[src/rtl/seq_pkg.sv]
// Shared types and default constants for the sample sequencer.
package seq_pkg;

    localparam int DW_DEF              = 8;
    localparam int SUM_W               = DW_DEF + 2;
    localparam int DEBOUNCE_CYCLES_DEF = 16;
    localparam int DIV_TIMEOUT_DEF     = 32;

    typedef enum logic [2:0] {
        IDLE   = 3'd0,
        LATCH  = 3'd1,
        DSTART = 3'd2,
        DWAIT  = 3'd3,
        ACCUM  = 3'd4,
        SUM    = 3'd5
    } seq_state_t;

endpackage

[src/rtl/sample_seq_ctrl_if.sv]
// Datapath-side handshake: random generator and divide-by-3 unit.
interface sample_seq_ctrl_if import seq_pkg::*; #(parameter int DW = DW_DEF) ();

    logic [DW-1:0] rand_val;
    logic          rand_adv;
    logic          div_start;
    logic [DW-1:0] div_operand;
    logic          div_done;
    logic [DW-1:0] div_quot;

    modport master (
        input  rand_val, div_done, div_quot,
        output rand_adv, div_start, div_operand
    );

    modport slave (
        output rand_val, div_done, div_quot,
        input  rand_adv, div_start, div_operand
    );

endinterface

[src/rtl/sample_seq_ctrl_step_debounce.sv]
// Step button conditioning: 2-flop synchronizer, stable-level debounce,
// one-cycle press pulse on the debounced 1->0 transition.
module step_debounce import seq_pkg::*; #(
    parameter int DEBOUNCE_CYCLES = DEBOUNCE_CYCLES_DEF
) (
    input  logic CLOCK_50,
    input  logic rst_n,
    input  logic step_n,
    output logic press
);

    localparam int CW = $clog2(DEBOUNCE_CYCLES + 1);

    logic          sync_1;
    logic          sync_2;
    logic          level;
    logic [CW-1:0] cnt;

    // Flops preset to the released level so reset release never looks like a press.
    always_ff @(posedge CLOCK_50 or negedge rst_n) begin
        if (!rst_n) begin
            sync_1 <= 1'b1;
            sync_2 <= 1'b1;
            level  <= 1'b1;
            cnt    <= '0;
            press  <= 1'b0;
        end else begin
            sync_1 <= step_n;
            sync_2 <= sync_1;
            press  <= 1'b0;
            if (sync_2 == level) begin
                cnt <= '0;
            end else if (cnt == CW'(DEBOUNCE_CYCLES - 1)) begin
                level <= sync_2;
                cnt   <= '0;
                press <= level;
            end else begin
                cnt <= cnt + 1'b1;
            end
        end
    end

endmodule

[src/rtl/sample_seq_ctrl.sv]
// One controlled pass through the random / divide-by-3 / running-sum datapath
// per debounced step press, with a divider timeout.
//
// state  | meaning
// IDLE   | waiting for a press
// LATCH  | capture rand_val, pulse rand_adv
// DSTART | pulse div_start, present operand, clear timeout
// DWAIT  | wait for div_done or timeout
// ACCUM  | shift quotient into the 3-deep history
// SUM    | publish signed x+y+z, pulse result_valid
module sample_seq_ctrl import seq_pkg::*; #(
    parameter int DW              = DW_DEF,
    parameter int DEBOUNCE_CYCLES = DEBOUNCE_CYCLES_DEF,
    parameter int DIV_TIMEOUT     = DIV_TIMEOUT_DEF
) (
    input  logic                   CLOCK_50,
    input  logic                   rst_n,
    input  logic                   step_n,
    sample_seq_ctrl_if.master      dp,
    output logic [DW-1:0]          rand_latched,
    output logic [DW-1:0]          quot_latched,
    output logic [DW-1:0]          hist_x,
    output logic [DW-1:0]          hist_y,
    output logic [DW-1:0]          hist_z,
    output logic [DW+1:0]          sum_val,
    output logic                   result_valid,
    output logic                   busy,
    output logic                   err,
    output logic [7:0]             sample_cnt
);

    localparam int TW = $clog2(DIV_TIMEOUT + 1);

    seq_state_t    state;
    seq_state_t    state_nxt;
    logic          press;
    logic [TW-1:0] tmo_cnt;
    logic          timeout_hit;

    logic adv_d, start_d, cap_rand, cap_quot, shift_hist, sum_load;
    logic set_err, tmo_clr, tmo_inc;

    step_debounce #(.DEBOUNCE_CYCLES(DEBOUNCE_CYCLES)) u_debounce (
        .CLOCK_50 (CLOCK_50),
        .rst_n    (rst_n),
        .step_n   (step_n),
        .press    (press)
    );

    assign timeout_hit = (tmo_cnt == TW'(DIV_TIMEOUT - 1));
    assign busy        = (state != IDLE);

    always_ff @(posedge CLOCK_50 or negedge rst_n) begin
        if (!rst_n) state <= IDLE;
        else        state <= state_nxt;
    end

    always_comb begin
        state_nxt = state;
        case (state)
            IDLE:    if (press) state_nxt = LATCH;
            LATCH:   state_nxt = DSTART;
            DSTART:  state_nxt = DWAIT;
            DWAIT: begin
                if (dp.div_done)      state_nxt = ACCUM;
                else if (timeout_hit) state_nxt = IDLE;
            end
            ACCUM:   state_nxt = SUM;
            SUM:     state_nxt = IDLE;
            default: state_nxt = IDLE;
        endcase
    end

    always_comb begin
        adv_d      = 1'b0;
        start_d    = 1'b0;
        cap_rand   = 1'b0;
        cap_quot   = 1'b0;
        shift_hist = 1'b0;
        sum_load   = 1'b0;
        set_err    = 1'b0;
        tmo_clr    = 1'b0;
        tmo_inc    = 1'b0;
        case (state)
            LATCH: begin
                cap_rand = 1'b1;
                adv_d    = 1'b1;
            end
            DSTART: begin
                start_d = 1'b1;
                tmo_clr = 1'b1;
            end
            DWAIT: begin
                // done takes priority over a coincident timeout
                if (dp.div_done)      cap_quot = 1'b1;
                else if (timeout_hit) set_err  = 1'b1;
                else                  tmo_inc  = 1'b1;
            end
            ACCUM:   shift_hist = 1'b1;
            SUM:     sum_load   = 1'b1;
            default: ;
        endcase
    end

    always_ff @(posedge CLOCK_50 or negedge rst_n) begin
        if (!rst_n) begin
            dp.rand_adv    <= 1'b0;
            dp.div_start   <= 1'b0;
            dp.div_operand <= '0;
            rand_latched   <= '0;
            quot_latched   <= '0;
            hist_x         <= '0;
            hist_y         <= '0;
            hist_z         <= '0;
            sum_val        <= '0;
            result_valid   <= 1'b0;
            err            <= 1'b0;
            sample_cnt     <= '0;
            tmo_cnt        <= '0;
        end else begin
            dp.rand_adv  <= adv_d;
            dp.div_start <= start_d;
            result_valid <= sum_load;
            if (cap_rand) rand_latched <= dp.rand_val;
            if (start_d)  dp.div_operand <= rand_latched;
            if (cap_quot) quot_latched <= dp.div_quot;
            if (set_err)  err <= 1'b1;
            if (tmo_clr)      tmo_cnt <= '0;
            else if (tmo_inc) tmo_cnt <= tmo_cnt + 1'b1;
            if (shift_hist) begin
                hist_z <= hist_y;
                hist_y <= hist_x;
                hist_x <= quot_latched;
            end
            // history already shifted by ACCUM, so this sums the new window
            if (sum_load) begin
                sum_val <= {{2{hist_x[DW-1]}}, hist_x}
                         + {{2{hist_y[DW-1]}}, hist_y}
                         + {{2{hist_z[DW-1]}}, hist_z};
                sample_cnt <= sample_cnt + 8'd1;
            end
        end
    end

endmodule

[src/flat_wrapper.sv]
// flat-port wrapper written by rule: the top's interface ports become plain ports
module sample_seq_ctrl_flat import seq_pkg::*;
#(
    parameter int DW              = DW_DEF,
    parameter int DEBOUNCE_CYCLES = DEBOUNCE_CYCLES_DEF,
    parameter int DIV_TIMEOUT     = DIV_TIMEOUT_DEF
)
  (CLOCK_50, rst_n, step_n, rand_latched, quot_latched, hist_x, hist_y, hist_z, sum_val, result_valid, busy, err, sample_cnt, dp_rand_val, dp_div_done, dp_div_quot, dp_rand_adv, dp_div_start, dp_div_operand);
  sample_seq_ctrl_if #(.DW(DW)) dp_i ();
  input  logic CLOCK_50;
  input  logic rst_n;
  input  logic step_n;
  output logic [DW-1:0] rand_latched;
  output logic [DW-1:0] quot_latched;
  output logic [DW-1:0] hist_x;
  output logic [DW-1:0] hist_y;
  output logic [DW-1:0] hist_z;
  output logic [DW+1:0] sum_val;
  output logic result_valid;
  output logic busy;
  output logic err;
  output logic [7:0] sample_cnt;
  input wire logic [$bits(dp_i.rand_val)-1:0] dp_rand_val;
  input wire logic [$bits(dp_i.div_done)-1:0] dp_div_done;
  input wire logic [$bits(dp_i.div_quot)-1:0] dp_div_quot;
  output wire logic [$bits(dp_i.rand_adv)-1:0] dp_rand_adv;
  output wire logic [$bits(dp_i.div_start)-1:0] dp_div_start;
  output wire logic [$bits(dp_i.div_operand)-1:0] dp_div_operand;
  assign dp_i.rand_val = dp_rand_val;
  assign dp_i.div_done = dp_div_done;
  assign dp_i.div_quot = dp_div_quot;
  assign dp_rand_adv = dp_i.rand_adv;
  assign dp_div_start = dp_i.div_start;
  assign dp_div_operand = dp_i.div_operand;
  sample_seq_ctrl #(.DW(DW), .DEBOUNCE_CYCLES(DEBOUNCE_CYCLES), .DIV_TIMEOUT(DIV_TIMEOUT)) u_core (.CLOCK_50(CLOCK_50), .rst_n(rst_n), .step_n(step_n), .dp(dp_i), .rand_latched(rand_latched), .quot_latched(quot_latched), .hist_x(hist_x), .hist_y(hist_y), .hist_z(hist_z), .sum_val(sum_val), .result_valid(result_valid), .busy(busy), .err(err), .sample_cnt(sample_cnt));
endmodule
[config.mk]
export PLATFORM = sky130hd
export DESIGN_NAME = sample_seq_ctrl_flat
export DESIGN_NICKNAME = d
export VERILOG_FILES = /design/src/rtl/seq_pkg.sv /design/src/rtl/sample_seq_ctrl_if.sv /design/src/rtl/sample_seq_ctrl_step_debounce.sv /design/src/rtl/sample_seq_ctrl.sv /design/src/flat_wrapper.sv
export SDC_FILE = /design/constraint.sdc
export NUM_CORES = 1
export LEC_CHECK = 0
export CAP_MARGIN = 20
export CORE_UTILIZATION = 67
export DETAILED_ROUTE_END_ITERATION = 6
export DONT_BUFFER_PORTS = 1
export GPL_TIMING_DRIVEN = 0
export PLACE_DENSITY = 0.83
export SLEW_MARGIN = 25
export SYNTH_ARGS = -nofsm -noshare
export SYNTH_HDL_FRONTEND = slang
export SYNTH_SLANG_ARGS = --single-unit
[constraint.sdc]
create_clock -name CLOCK_50 -period 5.56 [get_ports CLOCK_50]
set_clock_uncertainty 0.05 [all_clocks]
set_input_delay 1.112 -clock CLOCK_50 [delete_from_list [all_inputs] [get_ports CLOCK_50]]
set_output_delay 1.112 -clock CLOCK_50 [all_outputs]
set_load 0.05 [all_outputs]
==> results of run 1 <==
==> routing by layer <==
metal  vias to the layer above  global-route usage, %  share of wire (%)
li1                       1166                      -                  -
met1                      1198                  28.69                 44
met2                        67                  38.12                 49
met3                        10                  6.136                5.9
met4                         0                  9.107                1.6
met5                         -                      0                  0
==> worst min-delay path by stage <==
stage | end | cells past startpoint
3_3_place_gp | u_core.u_debounce.sync_2 | 0
2_1_floorplan | u_core.u_debounce.sync_2 | 0
4_1_cts | u_core.u_debounce.sync_2 | 0
3_5_place_dp | u_core.u_debounce.sync_2 | 0
6_report | u_core.u_debounce.sync_2 | 0
5_1_grt | u_core.u_debounce.sync_2 | 0
==> layout by cell type, fill, tap and decap left out, types with 2 or more instances in the layout <==
cell	Yosys	routed
a211oi_1	5	5
or2_1	2	2
clkinv_4	0	2
buf_2	5	5
xnor2_1	18	18
and3_1	2	2
nor4b_1	2	2
clkbuf_8	0	11
o21bai_1	3	3
o31ai_1	2	2
nor3b_1	3	3
nand2_1	25	25
a21o_1	4	4
nor2_1	18	18
inv_1	10	10
o21ai_2	2	2
nor3_2	2	2
dfstp_2	3	3
fa_1	2	2
mux2_2	47	47
nand4_1	3	3
a21oi_1	6	6
xor2_1	9	9
nand2b_1	3	3
dfrtp_1	85	85
a211o_1	2	2
ha_1	20	20
o21ai_0	11	11
buf_4	4	4
nand3_1	9	9
==> metrics by stage <==
stage / std cells / util [%] / setup WS, ps / area [µm²]
6_report: 417 / 74.15 / 2024 / 4364
5_1_grt: 417 / 74.15 / 1761 / 4364
4_1_cts: 417 / 74.15 / 2004 / 4364
3_5_place_dp: 401 / 71.00 / 2026 / 4179
3_3_place_gp: 401 / 71.00 / 2047 / 4179
2_1_floorplan: 326 / - / 2269 / 4085
==> registers in the layout, summed over array words and instances, names as in the netlist, 8 cells and up <==
| signal | cells |
|---|---|
| u_core.hist_x | 8 |
| u_core.sum_val | 10 |
| u_core.dp.div_operand | 8 |
| u_core.rand_latched | 8 |
| u_core.hist_z | 8 |
| u_core.hist_y | 8 |
| u_core.sample_cnt | 8 |
| u_core.quot_latched | 8 |
==> cell type report <==
| cell class | instances | area share [%] |
|---|---|---|
| sequential | 88 | 50.54 |
| multi-input combinational | 217 | 40.60 |
| clock buffer | 12 | 3.555 |
| tap | 75 | 2.150 |
| buffer | 10 | 1.519 |
| inverter | 11 | 0.9461 |
| clock inverter | 4 | 0.6881 |
==> critical path: stages (launching register included) <==
cell	delay, ps
dfrtp_1	700
ha_1	280
inv_1	60
fa_1	400
nor2b_1	110
o21ai_0	100
a21oi_1	210
a211oi_1	80
xnor2_1	130
ha_1	320
a211o_1	340
or2_1	230
o221ai_2	190
xnor2_1	160
o21ai_2	60
==> logic make-up after synthesis <==
group | after synthesis
buffers and inverters | 21
DFF | 88
adders and majority gates | 22
AOI/OAI and AO/OA | 40
muxes | 48
and+or+nand+nor | 80
xor gates and xnor gates | 27
==> metrics, run 1 <==
reg2reg end u_core.sum_val[7]; top cells by count, synth dfrtp_1 (85), mux2_2 (47), nand2_1 (25); post-CTS setup buffer count 0; setup violators final 0; main combinational cell family by area after synthesis multiplexers; Total Neg Setup Slack 0 ps; Hold Violations, Final 0; first-pass GRT wire length 11100 µm; DRT antenna net count 0; HPWL Detailed 4938 µm; clock sink count 88; CTS Hold Bufs 0; vias per std cell 5.854; status completed; gpl congestion 0.8360; Clock Path Buffers 2; top-area cell type share of the netlist area 52.07%; #FFs+latches synth 88; Ys Warns 0; leading area contributor after synthesis dfrtp_1; hold path start u_core.u_debounce.sync_1; DRC violations left 0; First-pass DRT Iterations 4; Synth Cell Area 4085 µm²; number of max-cap violations 0; critical path startpoint u_core.hist_y[0]; Worst R2R Setup Slack 2020 ps; RSZ-0062 raised after global routing false; DIE HEIGHT 80.09 µm; Max FO, Critical Path 4; synth unique cells 47; remaining global-route overflow 0; Worst-path clk slew 80 ps; post-synthesis simple-gate area fraction 10.66%; Worst EP arrival 3720 ps; Area contributors post-synth dfrtp_1 (52%), mux2_2 (13%), ha_1 (6.1%); Post-synth EDFFs 0; Gates resized, CTS repair 0; CTS Buf Count 9; Hold WS 308.5 ps; Max Slew Vio Count 0; # port buffers 0; core footprint 5886 µm²; sequential area share after synthesis 54.00%; drt wl/cell 16.45 µm; most instantiated library cell after synthesis dfrtp_1; Synth Area in Compound Gates 6.616%; FF-to-FF path depth 14; Nets 379; adder-cell share of the synthesized area 7.106%; mux cell area share after synthesis 13.20%; Crit Path Class reg -> reg; H-Tree Level Count 3; DR vias 2441; relative slew slack 58.15%; Top FF cell, synth dfrtp_1; Setup crit end kind register; Top Ports 91; CP startpoint kind register; WL final 6858 µm; Die Area 6414 µm²; number of global-route vias before repair 2434; Skew-Pair Late Insertion Delay 340 ps; min cycle time layout 3536 ps; Worst EP required 5740 ps; Initial Util 69.41%; Setup crit end u_core.sum_val[7]; largest net degree at the start of global routing 89; FF-to-FF Start u_core.hist_y[0]; Fillers 403; CTS tree yes; clock root cell clkbuf_8; area of the multi-input gates 1772 µm²; All-Layer GR Usage 22.99%; Fmax achieved 0.2828 GHz; instance count of the mapped netlist 326; Mapped Avg Cell Area 12.53 µm²; Post-Syn Nets 368; n_diodes 0; actual slew at the worst max-slew pin 627.7 ps; initial antenna violation count 0; P&R area growth vs syn 6.830%; Hold Path Class reg -> reg; number of cell rows 28; FFs w/ async S/R, synth 100.0%; layout cells sized above 1 24.27%; Initial DRC Count 126; final cycle utilization of the critical path 63.59%; Die Width 80.09 µm; xor and xnor area share after synthesis 5.789%; Reg area 2206 µm²
Power of run 1 is not shown: default switching activity piles up to over one toggle a cycle in this logic, so the estimate is an artifact.
==> run 2, diff against run 1 <==
--- a/config.mk
+++ b/config.mk
@@ -6,11 +6,11 @@
 export NUM_CORES = 1
 export LEC_CHECK = 0
 export CAP_MARGIN = 20
-export CORE_UTILIZATION = 67
+export CORE_UTILIZATION = 63
 export DETAILED_ROUTE_END_ITERATION = 6
 export DONT_BUFFER_PORTS = 1
 export GPL_TIMING_DRIVEN = 0
-export PLACE_DENSITY = 0.83
+export PLACE_DENSITY = 0.79
 export SLEW_MARGIN = 25
 export SYNTH_ARGS = -nofsm -noshare
 export SYNTH_HDL_FRONTEND = slang
==> constraint.sdc (replaced) <==
create_clock -name CLOCK_50 -period 3.3 [get_ports CLOCK_50]
set_clock_uncertainty 0.05 [all_clocks]
set_input_delay 0.66 -clock CLOCK_50 [delete_from_list [all_inputs] [get_ports CLOCK_50]]
set_output_delay 0.66 -clock CLOCK_50 [all_outputs]
set_load 0.05 [all_outputs]
==> run 2 against run 1 <==
Setup slack lost 2000 ps. Non-clock buffer count up 3. Register-to-register slack lost 2000 ps. Critical path depth stayed put. Worst hold slack worse by 200 ps. Sequential cell count did not move. Sequential share of layout area decreased by 0.81 points. Largest cell class unchanged. Highest routed layer unchanged.
==> metrics, run 2 (same netlist as run 1, synthesis figures left out) <==
critical path's largest stage delay 580 ps (was 700 ps); clock sink count 88 (unchanged); RSZ-0062 raised after global routing true (was false); All-Layer GR Usage 22.86% (was 22.99%); HPWL Detailed 4967 µm (was 4938 µm); commonest non-fill, non-tap cell in the layout dfrtp_1 (unchanged); drt wl/cell 16.88 µm (was 16.45 µm); Worst EP required 3490 ps (was 5740 ps); First-pass DRT Iterations 4 (unchanged); fin area 4451 µm² (was 4364 µm²); clock root cell clkbuf_8 (unchanged); largest net degree at the start of global routing 86 (was 89); P&R area growth vs syn 8.943% (was 6.830%); Max FO, Critical Path 4 (unchanged); Fmax achieved 0.3096 GHz (was 0.2828 GHz); area post-placement 4179 µm² (unchanged); H-Tree Level Count 3 (unchanged); Hold Violations, Final 0 (unchanged); actual slew at the worst max-slew pin 595.2 ps (was 627.7 ps); number of max-cap violations 0 (unchanged); Nets 382 (was 379); min cycle time layout 3230 ps (was 3536 ps); setup violators final 0 (unchanged); Worst EP arrival 3420 ps (was 3720 ps); Top Ports 91 (unchanged); layout cells sized above 1 29.28% (was 24.27%); Total Neg Setup Slack 0 ps (unchanged); WL final 7089 µm (was 6858 µm); number of global-route vias before repair 2548 (was 2434); DRC violations left 0 (unchanged); DIE HEIGHT 82.53 µm (was 80.09 µm); Initial Util 67.02% (was 69.41%); final cycle utilization of the critical path 97.88% (was 63.59%); Crit Path Class reg -> reg (unchanged); Top delay family on crit path adder cells (unchanged); Clock Path Buffers 2 (unchanged); crit path cell chain ha_4 -> inv_2 -> fa_2 -> nor2b_2 -> o21ai_2 -> a21oi_2 -> a211oi_2 -> xnor2_1 -> ha_1 -> a211o_1 -> or2_1 -> o221ai_2 -> xnor2_1 -> o21ai_2 (was ha_1 -> inv_1 -> fa_1 -> nor2b_1 -> o21ai_0 -> a21oi_1 -> a211oi_1 -> xnor2_1 -> ha_1 -> a211o_1 -> or2_1 -> o221ai_2 -> xnor2_1 -> o21ai_2); remaining global-route overflow 0 (unchanged); first-pass GRT wire length 11500 µm (was 11100 µm); vias per std cell 5.864 (was 5.854); Biggest register u_core.sum_val (unchanged); DR vias 2463 (was 2441); CTS Buf Count 9 (unchanged); Max Slew Vio Count 0 (unchanged); CTS tree yes (unchanged); # port buffers 0 (unchanged); number of cell rows 28 (unchanged); Max Used Layer met4 (unchanged); DRT antenna net count 0 (unchanged); Final Util 73.01% (was 74.15%); met3 wire len 550 µm (was 403 µm); Die Width 82.53 µm (was 80.09 µm); status completed (unchanged); Worst-path clk slew 80 ps (about the same); gpl congestion 0.7701 (was 0.8360); CP startpoint kind register (unchanged); worst path bufs/invs 1 (unchanged); Hold Path Class in -> async (was reg -> reg); Worst path slowest cell dfrtp_2 (was dfrtp_1); relative slew slack 60.32% (was 58.15%); n_diodes 0 (unchanged); Die Area 6810 µm² (was 6414 µm²); met1 layer wirelength in the final routing 3152 µm (was 2990 µm); initial antenna violation count 0 (unchanged); Setup crit end kind register (unchanged); Skew-Pair Late Insertion Delay 340 ps (about the same); Initial DRC Count 103 (was 126); number of flip-flops in the largest register 10 (unchanged); met2 WL 3236 µm (was 3357 µm); most frequent cells in the layout dfrtp_1 (79), mux2_2 (47), nand2_1 (25) (was dfrtp_1 (85), mux2_2 (47), nand2_1 (25)); core footprint 6096 µm² (was 5886 µm²)
run 2: changes by cell type in the layout (fill, tap and decap cells not counted), sizes merged:
cell / previous run / this run
clkinv: 3 / 5
clkinvlp: 1 / 0
clkbuf: 12 / 11
buf: 10 / 13
run 2: stage by stage:
step / hold WS (ps) / std cells / worst slack, ps
floorplan: 295.2 / 326 / 9.264
global placement: 295.7 / 401 / -221.0
detailed placement: 300.4 / 401 / -267.8
global route: 76.89 / 420 / -71.52
finish: 104.5 / 420 / 70.03
CTS: 90.45 / 419 / 15.29
run 2: area by class of cell:
| class | count | area, µm² |
|---|---|---|
| timing repair buffer | 3 | 42.54 |
| clock buffer | 11 | 141.4 |
| multi-input combinational | 217 | 1819 |
| fill | 443 | 1645 |
| sequential | 88 | 2213 |
| tap | 75 | 93.84 |
| inverter | 11 | 41.29 |
| clock inverter | 5 | 32.53 |
| buffer | 10 | 66.31 |
run 2: timing repair:
action	in CTS	in global routing
setup endpoints to repair	3	3
endpoints found under the hold margin	85	0
hold buffers	1	0
pin swaps	2	9
setup buffers	1	1
resized for setup	8	11
run 2: metal layers:
layer,GRT usage (%),vias to the layer above
met3,8.022,15
met4,9.828,0
met1,28.49,1203
li1,-,1173
met2,36.12,72
met5,0,-
run 2: final timing paths:
kind | start | endpoint | slack, ps | cells past startpoint
min in group CLOCK_50 | step_n | u_core.u_debounce.sync_1 | 260 | 0
setup reg to reg | u_core.hist_y[0] | u_core.sum_val[7] | 70 | 14
setup / recovery | u_core.hist_y[0] | u_core.sum_val[7] | 70 | 14
max in group asynchronous | rst_n | u_core.hist_x[2] | 2680 | 1
hold / removal | rst_n | u_core.u_debounce.sync_2 | 100 | 0
hold reg to reg | u_core.u_debounce.sync_1 | u_core.u_debounce.sync_2 | 310 | 0
Power of run 2 is left out for the same reason.
